File: config.mk
export PLATFORM = sky130hd
export DESIGN_NAME = alu_op_dispatcher
export DESIGN_NICKNAME = d
export VERILOG_FILES = /design/src/rtl/alu_op_dispatcher.sv
export SDC_FILE = /design/constraint.sdc
export NUM_CORES = 1
export LEC_CHECK = 0
export CAP_MARGIN = 0
export CORE_MARGIN = 3
export CORE_UTILIZATION = 50
export CTS_BUF_LIST = sky130_fd_sc_hd__clkbuf_4
export DETAILED_ROUTE_END_ITERATION = 16
export PLACE_DENSITY = 0.82
export SLEW_MARGIN = 10
export SYNTH_ARGS = -nofsm -noshare
export SYNTH_HDL_FRONTEND = slang
export SYNTH_SLANG_ARGS = --single-unit
File: constraint.sdc
create_clock -name clk -period 3.22 [get_ports clk]
set_input_delay 0.644 -clock clk [delete_from_list [all_inputs] [get_ports clk]]
set_output_delay 0.644 -clock clk [all_outputs]
set_load 0.01 [all_outputs]
File: src/rtl/alu_op_dispatcher.sv
// alu_op_dispatcher
//   Collects ALU operation requests into a pending vector (one bit per
//   opcode), picks one pending request, issues its opcode to the ALU over a
//   valid/ready handshake, then waits for the ALU's done pulse (or a
//   timeout) before issuing the next one.
//
//   Build option: define ROUND_ROBIN_EN for round-robin selection. Leave it
//   undefined for fixed priority, where bit 0 is highest.
//
//   Handshake: op_valid rises together with a stable op_code/op_onehot pair.
//   It stays high, with both fields unchanged, until a cycle in which
//   op_ready is also high. That cycle is the transfer. Nothing is withdrawn
//   or replaced while op_valid is high.
//
//   Timing: a req_set pulse in cycle t shows in pending at t+1. The IDLE
//   state samples it there, so op_valid is high at t+2.
//
//   Debug: state_dbg mirrors the FSM state
//   (0 = IDLE, 1 = ISSUE, 2 = WAIT).

module alu_op_dispatcher #(
   parameter int N_REQ    = 16,
   parameter int OPW      = 4,
   parameter int BUSY_MAX = 255,
   parameter int CNT_W    = 8
) (
   input  logic             clk,
   input  logic             rst_n,
   input  logic [N_REQ-1:0] req_set,
   input  logic             op_ready,
   input  logic             alu_done,
   output logic [N_REQ-1:0] pending,
   output logic             op_valid,
   output logic [OPW-1:0]   op_code,
   output logic [N_REQ-1:0] op_onehot,
   output logic             busy,
   output logic             timeout_err,
   output logic [1:0]       state_dbg
);

   typedef enum logic [1:0] {
      S_IDLE  = 2'd0,
      S_ISSUE = 2'd1,
      S_WAIT  = 2'd2
   } state_t;

   state_t           state_q, state_d;
   logic [N_REQ-1:0] pending_q, pending_d;
   logic             op_valid_q, op_valid_d;
   logic [OPW-1:0]   op_code_q, op_code_d;
   logic [N_REQ-1:0] op_onehot_q, op_onehot_d;
   logic             busy_q, busy_d;
   logic             timeout_err_q, timeout_err_d;
   logic [CNT_W-1:0] wait_cnt_q, wait_cnt_d;

   logic [N_REQ-1:0] grant;
   logic [N_REQ-1:0] clr;
   logic             accept;

   // Isolates the lowest set bit (two's-complement trick); zero in, zero out.
   function automatic logic [N_REQ-1:0] lowest_set(input logic [N_REQ-1:0] v);
      return v & (~v + N_REQ'(1));
   endfunction

   // One-hot to index. Undefined for non-one-hot input; callers pass a grant.
   function automatic logic [OPW-1:0] enc_onehot(input logic [N_REQ-1:0] oh);
      logic [OPW-1:0] idx;
      idx = '0;
      for (int i = 0; i < N_REQ; i++) begin
         if (oh[i]) begin
            idx = OPW'(i);
         end
      end
      return idx;
   endfunction

   // A transfer happens only while an opcode is offered and the ALU takes it.
   assign accept = op_valid_q & op_ready;

`ifdef ROUND_ROBIN_EN
   logic [OPW-1:0]   rr_ptr_q, rr_ptr_d;
   logic [N_REQ-1:0] rr_mask;
   logic [N_REQ-1:0] rr_hit;

   // Round-robin pick: the first pending bit above the last grant.
   // Falls back to the lowest pending bit when nothing lies above.
   always_comb begin
      rr_mask = '0;
      for (int i = 0; i < N_REQ; i++) begin
         rr_mask[i] = (i > int'(rr_ptr_q));
      end
      rr_hit = pending_q & rr_mask;
      if (rr_hit != '0) begin
         grant = lowest_set(rr_hit);
      end else begin
         grant = lowest_set(pending_q);
      end
   end

   // The pointer follows the opcode actually accepted, not merely offered.
   always_comb begin
      rr_ptr_d = rr_ptr_q;
      if (accept) begin
         rr_ptr_d = op_code_q;
      end
   end

   // Pointer register. Its reset value is the top index, so the first grant
   // after reset matches fixed priority.
   always_ff @(posedge clk or negedge rst_n) begin
      if (!rst_n) begin
         rr_ptr_q <= '1;
      end else begin
         rr_ptr_q <= rr_ptr_d;
      end
   end
`else
   // Fixed priority: bit 0 wins; higher bits can starve.
   always_comb begin
      grant = lowest_set(pending_q);
   end
`endif

   // Pending bookkeeping and FSM next-state/next-output logic.
   always_comb begin
      state_d       = state_q;
      op_valid_d    = op_valid_q;
      op_code_d     = op_code_q;
      op_onehot_d   = op_onehot_q;
      wait_cnt_d    = wait_cnt_q;
      timeout_err_d = 1'b0;
      clr           = '0;

      // A request that arrives on its own accept cycle survives (set wins).
      if (accept) begin
         clr = op_onehot_q;
      end
      pending_d = (pending_q & ~clr) | req_set;

      unique case (state_q)
         S_IDLE: begin
            // Latch the selection once; it is then frozen until accepted.
            if (pending_q != '0) begin
               op_onehot_d = grant;
               op_code_d   = enc_onehot(grant);
               op_valid_d  = 1'b1;
               state_d     = S_ISSUE;
            end
         end
         S_ISSUE: begin
            // No preemption: newer, higher-priority requests just stay queued.
            if (accept) begin
               op_valid_d = 1'b0;
               wait_cnt_d = '0;
               state_d    = S_WAIT;
            end
         end
         S_WAIT: begin
            // wait_cnt_q holds the number of WAIT cycles already elapsed.
            // The last allowed wait cycle is the one that sees BUSY_MAX-1.
            // The dropped operation is not retried.
            if (alu_done) begin
               state_d = S_IDLE;
            end else if (wait_cnt_q == CNT_W'(BUSY_MAX - 1)) begin
               timeout_err_d = 1'b1;
               state_d       = S_IDLE;
            end else begin
               wait_cnt_d = wait_cnt_q + CNT_W'(1);
            end
         end
         default: begin
            state_d    = S_IDLE;
            op_valid_d = 1'b0;
         end
      endcase

      busy_d = (state_d != S_IDLE);
   end

   // State and registered outputs. Reset clears everything, queued requests
   // included.
   always_ff @(posedge clk or negedge rst_n) begin
      if (!rst_n) begin
         state_q       <= S_IDLE;
         pending_q     <= '0;
         op_valid_q    <= 1'b0;
         op_code_q     <= '0;
         op_onehot_q   <= '0;
         busy_q        <= 1'b0;
         timeout_err_q <= 1'b0;
         wait_cnt_q    <= '0;
      end else begin
         state_q       <= state_d;
         pending_q     <= pending_d;
         op_valid_q    <= op_valid_d;
         op_code_q     <= op_code_d;
         op_onehot_q   <= op_onehot_d;
         busy_q        <= busy_d;
         timeout_err_q <= timeout_err_d;
         wait_cnt_q    <= wait_cnt_d;
      end
   end

   assign pending     = pending_q;
   assign op_valid    = op_valid_q;
   assign op_code     = op_code_q;
   assign op_onehot   = op_onehot_q;
   assign busy        = busy_q;
   assign timeout_err = timeout_err_q;
   assign state_dbg   = state_q;

endmodule

==> results.yml <==
run_status:
  status: "finished clean"
power_and_ir_drop:
  leakagePower_nw: 1.145
  peakVddDrop_mv: 0.2161
  p_per_area_nw_per_um2: 475.6
placed_design:
  post_dp_cell_area_um2: 2870
  port_buffers: 60
  dp_hpwl_um: 3588
  gp_congestion: 0.7487
global_route:
  grt_overflow: 0
  grtUsageTotal: 0.2070
  grt_pass1_vias: 1777
  grt_max_degree: 50
  antenna_found_initial: 0
  grt_pass1_wl_um: 8569
synthesis:
  ys_ff_latch: 49
  netlist_top_cells_count: "nand2_1 (50), dfrtp_1 (49), o21ai_0 (18), a21o_1 (16), nor2_1 (14)"
  ys_top_cells_by_area: "dfrtp_1 (55%), nand2_1 (8.3%), a21o_1 (5.3%)"
  synth.cell_area_um2: 2250
  postSynthAreaPerCell_um2: 9.998
  syn_nets: 247
  yosys_warnings: 0
  ys_seq_area_frac: 0.5451
  synthMostInstantiatedCell: "nand2_1"
  synth_top_flop_cell: "dfrtp_1"
  synthArstFlopShare: 1.000
  synth_edf_count: 0
  synth_cells: 225
  yosysUniqueCellTypes: 47
  synth_area_leader_cell: "dfrtp_1"
  yosysTopAreaCellShare: 0.5451
setup_path:
  worstPathArrival_ns: 2.44
  cp.required_ns: 3.44
  worstSetupEndpointType: "register"
  worst-path-max-fanout: 29
  max_stage_delay_ns: 0.52
  worstPathCellList: "nor4_4, nand3_2, o31ai_4, buf_12, o21ai_0"
  path_buf_inv: 1
  cpMaxStageDelayCell: "o31ai_4"
  worstSetupPathType: "reg -> reg"
  cp_top_family: "simple AND/OR/NAND/NOR gates"
  worstSetupStartpointType: "register"
route:
  viasPerCell: 5.377
  num_vias: 1812
  wire_per_inst_um: 14.92
  drtPass1Iterations: 4
  ant_nets: 0
  wirelength_um: 5029
  post-route-drc-count: 0
  drtIter0Drc: 143
die:
  coreArea_um2: 4173
  die_h_um: 73.08
  start_util: 0.5391
  dieArea_um2: 5340
  io_pins: 61
  rows: 23
  die_x_um: 73.08
sta:
  fin_worst_skew_ns: 0.01922
  min_period_ns: 2.212
  final-setup-viol-count: 0
  totalNegativeSetupSlack_ns: 0
  fmax_mhz: 452.1
  finalCritPeriodShare: 0.6870
  drv_slew: 0
  relSlewSlack: 0.2968
  worst-slew-pin-transition_ns: 1.055
  rsz0062_at_grt: "false"
  hold_viol_final: 0
run:
  max-cap-violations: 0
clock_network:
  holdBufCountCts: 0
  post_cts.repair.setup_buffers: 0
  clkLatencyLatePin_ns: 0.36
  root_buffer: "clkbuf_4"
  clkSinkCount: 49
  cts_made_buffers: 5
  path_clk_slew_ns: 0.14
  cts_max_level: 2
  cts_tree: "yes"
  cts-resized-gates: 0
  cts_buffer_depth: 2
cells_and_area:
  drive_gt1_frac: 0.05226
  area_delta_synth_final_pct: 29.81
  layout.nets: 308
  final_area_um2: 2920
  fillers: 326
  antenna_cells: 0
hold_path:
  hold_path.class: "in -> async"
worst reg2reg max path: stages (launching register included):
cell and delay [ns]:
dfrtp_1 0.48, nor4_4 0.46, nand3_2 0.25, o31ai_4 0.52, buf_12 0.23, o21ai_0 0.14
cell type report:
type	instances	area [µm²]	area share
timing repair buffer	62	623.1	0.2134
clock inverter	3	12.51	0.004284
multi-input combinational	163	939.7	0.3218
inverter	5	18.77	0.006427
sequential	49	1226	0.4199
clock buffer	5	37.54	0.01285
tap	50	62.56	0.02142
per-layer routing:
layer | routed length (µm) | vias up | global-route usage
met5 | 0 | - | 0
met1 | 2298 | 840 | 0.2829
li1 | - | 913 | -
met2 | 2374 | 53 | 0.3178
met4 | 60 | 0 | 0.06762
met3 | 296 | 6 | 0.05785
where the power goes:
group	internal [mW]	leakage, nW	switching (mW)
sequential	0.669	0.584	0.0660
combinational	0.188	0.531	0.201
clock	0.0794	0.0300	0.186
through the flow:
stage	total power, mW	std cells	utilization	setup WS (ns)	hold slack [ns]
2_1_floorplan	0.9813	225	-	1.309	0.3484
4_1_cts	1.399	337	0.6999	1.002	0.4939
5_1_grt	1.467	337	0.6999	0.8007	0.5325
3_3_place_gp	1.131	329	0.6879	0.8808	0.4823
6_report	1.389	337	0.6999	1.008	0.4653
3_5_place_dp	1.139	329	0.6879	0.8648	0.4868
state kept, by name, summed over array words and instances, names as in the netlist:
name and count:
busy 1, op_code 4, op_onehot 16, op_valid 1, pending 16, state_dbg 2, timeout_err 1, wait_cnt_q 8
layout by cell type (no fill, tap or decap), types with 4 or more instances in the layout:
| cell type | instances |
|---|---|
| a21oi_1 | 7 |
| o21ai_0 | 18 |
| nor2_1 | 14 |
| xor2_1 | 4 |
| nor3_1 | 5 |
| nand4_1 | 4 |
| nand3_1 | 6 |
| nand2_1 | 50 |
| dfrtp_1 | 49 |
| o31ai_1 | 4 |
| a21o_1 | 16 |
| inv_1 | 5 |
| clkdlybuf4s50_1 | 59 |
| clkbuf_4 | 5 |
final timing paths:
kind                                   startpoint  depth (start not counted)  slack, ns                   endpoint
min in group clk           op_code[3]$_DFFE_PN0P_                          2       0.51     op_code[3]$_DFFE_PN0P_
max                          pending[1]$_DFF_PN0_                          5       1.01  op_onehot[10]$_DFFE_PN0P_
max in group asynchronous                   rst_n                          1       2.11             busy$_DFF_PN0_
min reg2reg                op_code[3]$_DFFE_PN0P_                          2       0.51     op_code[3]$_DFFE_PN0P_
max reg2reg                  pending[1]$_DFF_PN0_                          5       1.01  op_onehot[10]$_DFFE_PN0P_
min                                         rst_n                          1       0.47  wait_cnt_q[1]$_DFFE_PN0P_
cell families after synthesis:
group / count (synthesis) / synth area share
adders and majority gates: 2 / 0.01112
buffers and inverters: 13 / 0.03726
xor gates and xnor gates: 5 / 0.01947
muxes: 2 / 0.009455
DFF: 49 / 0.5451
and+or+nand+nor: 97 / 0.2058
AOI/OAI and AO/OA: 57 / 0.1719
Power figures use the tool's default switching activity.
==> patch 1 (same settings) <==
Set the parameter `CNT_W` to 7 (it was 8).
--- a/src/rtl/alu_op_dispatcher.sv
+++ b/src/rtl/alu_op_dispatcher.sv
@@ -23,5 +23,5 @@
    parameter int OPW      = 4,
    parameter int BUSY_MAX = 255,
-   parameter int CNT_W    = 8
+   parameter int CNT_W    = 7
 ) (
    input  logic             clk,
Check against the original RTL: no difference found for any inputs over 10 cycles, from zero or initial values and one cycle with rst_n low; that may be too few to reach the edited logic, so the function may still have changed.
==> patch 1 against the unedited design <==
- sequential power rose by 2%
- setup slack lost 0.019 ns
- sequential cell count down 1
- routed wire length decreased by 1.2%
- fmax down 0.86%
- sequential share of layout area down 0.45 points
- area after synthesis fell by 3.3%
- final area fell by 0.99%
- clock skew shrank 0.0084 ns
- total power increased by 14%
- combinational power is 23% higher
- largest cell class unchanged
- largest power group unchanged
==> patch 1: results (changes against the unedited design) <==
maximum VDD drop - 0.000264 V (+22%)
share of cells above drive strength 1 - 6.09% (+0.87 points)
vias per inst - 5.52 (+2.7%)
vias - 1817 (+0.28%)
Synth async-reset ratio - 100% (unchanged)
Seq/Total Area, Yosys - 55.2% (+0.73 points)
Critical Path AT - 2.49 ns (+0.05 ns)
Max FO, Critical Path - 13 (-55%)
WL final - 4970 µm (-1.2%)
I/O Buffers - 60 (unchanged)
Leakage - 1.14 nW (-0.12%)
Detail Placement HPWL - 3510 µm (-2.0%)
initial antenna violation count - 0 (unchanged)
Clock transition at path regs - 0.14 ns (about the same)
post-CTS setup buffer count - 0 (unchanged)
Post-synth top cells - dfrtp_1 (48), nand2_1 (46), a21o_1 (16)
Setup WS pre-CTS - 0.699 ns (-0.165 ns)
post-synthesis compound-gate area fraction - 18.2% (+1.1 points)
top post-synthesis cells by area - dfrtp_1 (55%), nand2_1 (7.9%), a21o_1 (5.5%), o31ai_1 (3.1%), nor2_1 (2.4%)
placed inst area - 2810 µm² (-2.0%)
largest net degree at the start of global routing - 49 (-2.0%)
CTS resizes - 0 (unchanged)
CTS root buffer - clkbuf_4
Top FF cell, synth - dfrtp_1
critical path's slowest cell - or4_1
H-tree levels - 2 (unchanged)
worst hold path type - in -> async
global placement routability congestion - 0.824 (+10%)
Max stage delay on crit path - 0.67 ns (+0.15 ns)
Post-Synth XOR/XNOR Area - 1.21% (-0.74 points)
DRT iter0 DRCs - 128 (-10%)
Cells after DPL - 321 (-2.4%)
first-pass GRT wire length - 8650 µm (+0.89%)
clock buffer depth - 2 (unchanged)
Tot GR Track Use - 21.3% (+0.56 points)
mux cell area share after synthesis - 0.978% (+0.033 points)
Cell variety after synth - 47 (unchanged)
run status - complete, no violations
clk_skew - 0.0109 ns (-0.00836 ns)
Yosys warnings - 0 (unchanged)
syn nets - 238 (-3.6%)
router iterations before antenna repair - 4 (unchanged)
Num CTS Buffers - 5 (unchanged)
Post-Synth Adder-Cell Area - 1.15% (+0.038 points)
cells after synthesis - 216 (-4.0%)
antenna diode count - 0 (unchanged)
Worst-Skew Late Latency - 0.36 ns (about the same)
Worst-Margin Slew - 1.06 ns (+0.00784 ns)
Nets - 300 (-2.6%)
==> patch 1: area by class of cell <==
type                    instances  area, µm²
well taps                      50       62.6
clock buffers                   6       45.0
repair buffers                 63        618
fillers                       316       1190
multi-input cells             151        896
flip-flops and latches         48       1200
clock inverters                 2       35.0
inverters                       9       33.8
==> patch 1: worst max-delay path: cells and delay by family (launching register included) <==
family          cells  cell delay [ns]
compound gates      1             0.40
simple gates        1             0.67
mux                 1             0.34
buf+inv             1             0.24
flops               1             0.48
==> patch 1: routing by layer <==
layer | routed length (µm) | GRT usage (%) | up-vias
met3 | 284 | 4.71 | 2
met1 | 2340 | 32.0 | 868
li1 | - | - | 888
met4 | 21 | 5.01 | 0
met2 | 2330 | 31.7 | 59
met5 | 0 | 0 | -
==> patch 1: stage by stage <==
step	total power (W)	hold slack, ns
after global routing	0.00169	0.523
after CTS	0.00161	0.473
final	0.00159	0.461
after global placement	0.00124	0.485
after detailed placement	0.00125	0.495
after floorplan	0.00104	0.348
==> patch 1: power breakdown <==
part | leakage [nW] | internal (W) | switching (W)
logic | 0.530 | 0.000231 | 0.000249
clock network | 0.0456 | 0.000171 | 0.000187
registers | 0.568 | 0.000676 | 0.0000702
total | 1.14 | 0.00108 | 0.000506
==> patch 1: path summary, 6_finish.rpt <==
kind	startpoint	to	slack [ns]	cells after the start
hold reg to reg	op_onehot[11]	op_onehot[11]	0.53	2
hold / removal	rst_n	pending[12]	0.46	1
max in group asynchronous	rst_n	pending[7]	2.11	1
setup reg to reg	pending[0]	op_onehot[0]	0.99	4
setup / recovery	pending[0]	op_onehot[0]	0.99	4
min in group clk	op_onehot[11]	op_onehot[11]	0.53	2
==> patch 2 (same settings) <==
Without the edit above. Put one more register stage on the output `state_dbg`, cleared by the reset. The value now appears one clock later. The other outputs are not delayed to match.
--- a/src/rtl/alu_op_dispatcher.sv
+++ b/src/rtl/alu_op_dispatcher.sv
@@ -208,5 +208,11 @@
    assign busy        = busy_q;
    assign timeout_err = timeout_err_q;
-   assign state_dbg   = state_q;
+   always_ff @(posedge clk or negedge rst_n) begin
+      if (!rst_n) begin
+         state_dbg <= '0;
+      end else begin
+         state_dbg <= state_q;
+      end
+   end
 
 endmodule
Behaviour: not the same (a bounded check fails within 4 cycles, from zero or initial values and one cycle with rst_n low).
==> patch 2 against the unedited design <==
- area after synthesis rose by 6.7%
- setup slack got worse by 0.14 ns
- sequential cell count rose by 2
- total power rose by 20%
- final area rose by 6.1%
- routed wire length rose by 5.4%
- via count rose by 2.0%
- critical path depth fell by 1
- critical path type unchanged
- critical endpoint is now op_onehot[5]
- largest cell class unchanged
==> patch 2: results (changes against the unedited design) <==
Leakage - 1.25 nW (+9.3%)
Clock transition at path regs - 0.14 ns (about the same)
run status - complete, no violations
Worst-Skew Late Latency - 0.37 ns
post-CTS setup buffer count - 0 (unchanged)
Cell variety after synth - 43 (-8.5%)
Post-synth top cells - dfrtp_1 (51), nand2_1 (28), a21o_1 (16)
Setup WS pre-CTS - 0.913 ns (+0.0478 ns)
maximum VDD drop - 0.000390 V (+81%)
router iterations before antenna repair - 4 (unchanged)
syn nets - 239 (-3.2%)
share of cells above drive strength 1 - 7.89% (+2.7 points)
Nets - 301 (-2.3%)
mux cell area share after synthesis - 7.56% (+6.6 points)
vias per inst - 5.59 (+3.9%)
Post-Synth Adder-Cell Area - 1.04% (-0.070 points)
worst hold path type - in -> async
Critical Path AT - 2.61 ns (+0.17 ns)
H-tree levels - 2 (unchanged)
global placement routability congestion - 0.800 (+6.9%)
Synth async-reset ratio - 100% (unchanged)
Detail Placement HPWL - 3840 µm (+6.9%)
I/O Buffers - 60 (unchanged)
Max FO, Critical Path - 18 (-38%)
largest net degree at the start of global routing - 34 (-32%)
clk_skew - 0.0162 ns (-0.00306 ns)
CTS resizes - 0 (unchanged)
Yosys warnings - 0 (unchanged)
first-pass GRT wire length - 8790 µm (+2.6%)
Max stage delay on crit path - 0.56 ns (+0.04 ns)
Post-Synth XOR/XNOR Area - 1.09% (-0.85 points)
DRT iter0 DRCs - 134 (-6.3%)
WL final - 5300 µm (+5.4%)
clock buffer depth - 2 (unchanged)
Tot GR Track Use - 20.6% (-0.061 points)
antenna diode count - 0 (unchanged)
vias in the first global route - 1783 (+0.34%)
post-synthesis compound-gate area fraction - 12.4% (-4.8 points)
critical path's slowest cell - o21a_1
CTS root buffer - clkbuf_4
initial antenna violation count - 0 (unchanged)
Num CTS Buffers - 5 (unchanged)
top post-synthesis cells by area - dfrtp_1 (53%), a21o_1 (5.0%), nand2_1 (4.4%), mux2_4 (3.8%), mux2i_1 (3.3%)
Max-slew headroom - 36.2% (+6.5 points)
Seq/Total Area, Yosys - 53.2% (-1.4 points)
## patch 2: final cells by class
| class | instances | area, µm² |
|---|---|---|
| Sequential cell | 51 | 1280 |
| Multi-Input combinational cell | 147 | 1020 |
| Fill cell | 355 | 1410 |
| Clock inverter | 1 | 30.0 |
| Inverter | 11 | 41.3 |
| Tap cell | 52 | 65.1 |
| Timing Repair Buffer | 63 | 618 |
| Clock buffer | 6 | 45.0 |
## patch 2: metrics by stage
stage | cells | area, µm² | total power (W)
floorplan | 217 | 2400 | 0.00112
global placement | 324 | 3020 | 0.00132
detailed placement | 324 | 3020 | 0.00133
CTS | 331 | 3100 | 0.00169
global route | 331 | 3100 | 0.00177
finish | 331 | 3100 | 0.00167
## patch 2: critical path, delay by kind of cell, from the launching register on
kind,cells,cell delay [ns]
AOI/OAI and AO/OA,1,0.56
DFF,1,0.51
muxes,1,0.43
and+or+nand+nor,2,0.72
## patch 2: where the power goes
group / total, W / leakage (nW) / internal (W) / switching, W
clock network: 0.000360 / 0.0417 / 0.000169 / 0.000191
registers: 0.000827 / 0.601 / 0.000730 / 0.0000975
logic: 0.000485 / 0.609 / 0.000266 / 0.000219
## patch 2: path summary, 6_finish.rpt
path,startpoint,slack (ns),end,depth (start not counted)
max,pending[0],0.87,op_onehot[5],4
min,rst_n,0.32,op_onehot[14],1
max reg2reg,pending[0],0.87,op_onehot[5],4
min reg2reg,op_valid,0.52,op_valid,2
max in group asynchronous,rst_n,2.26,pending[13],2
min in group clk,op_valid,0.52,op_valid,2
## patch 2: layer usage
layer  part of all wire [%]  vias to the layer above  GRT usage (%)
li1                       -                      900              -
met1                     47                      895           28.8
met2                     47                       49           32.0
met3                    5.1                        5           5.67
met4                   0.94                        0           5.63
met5                      0                        -              0
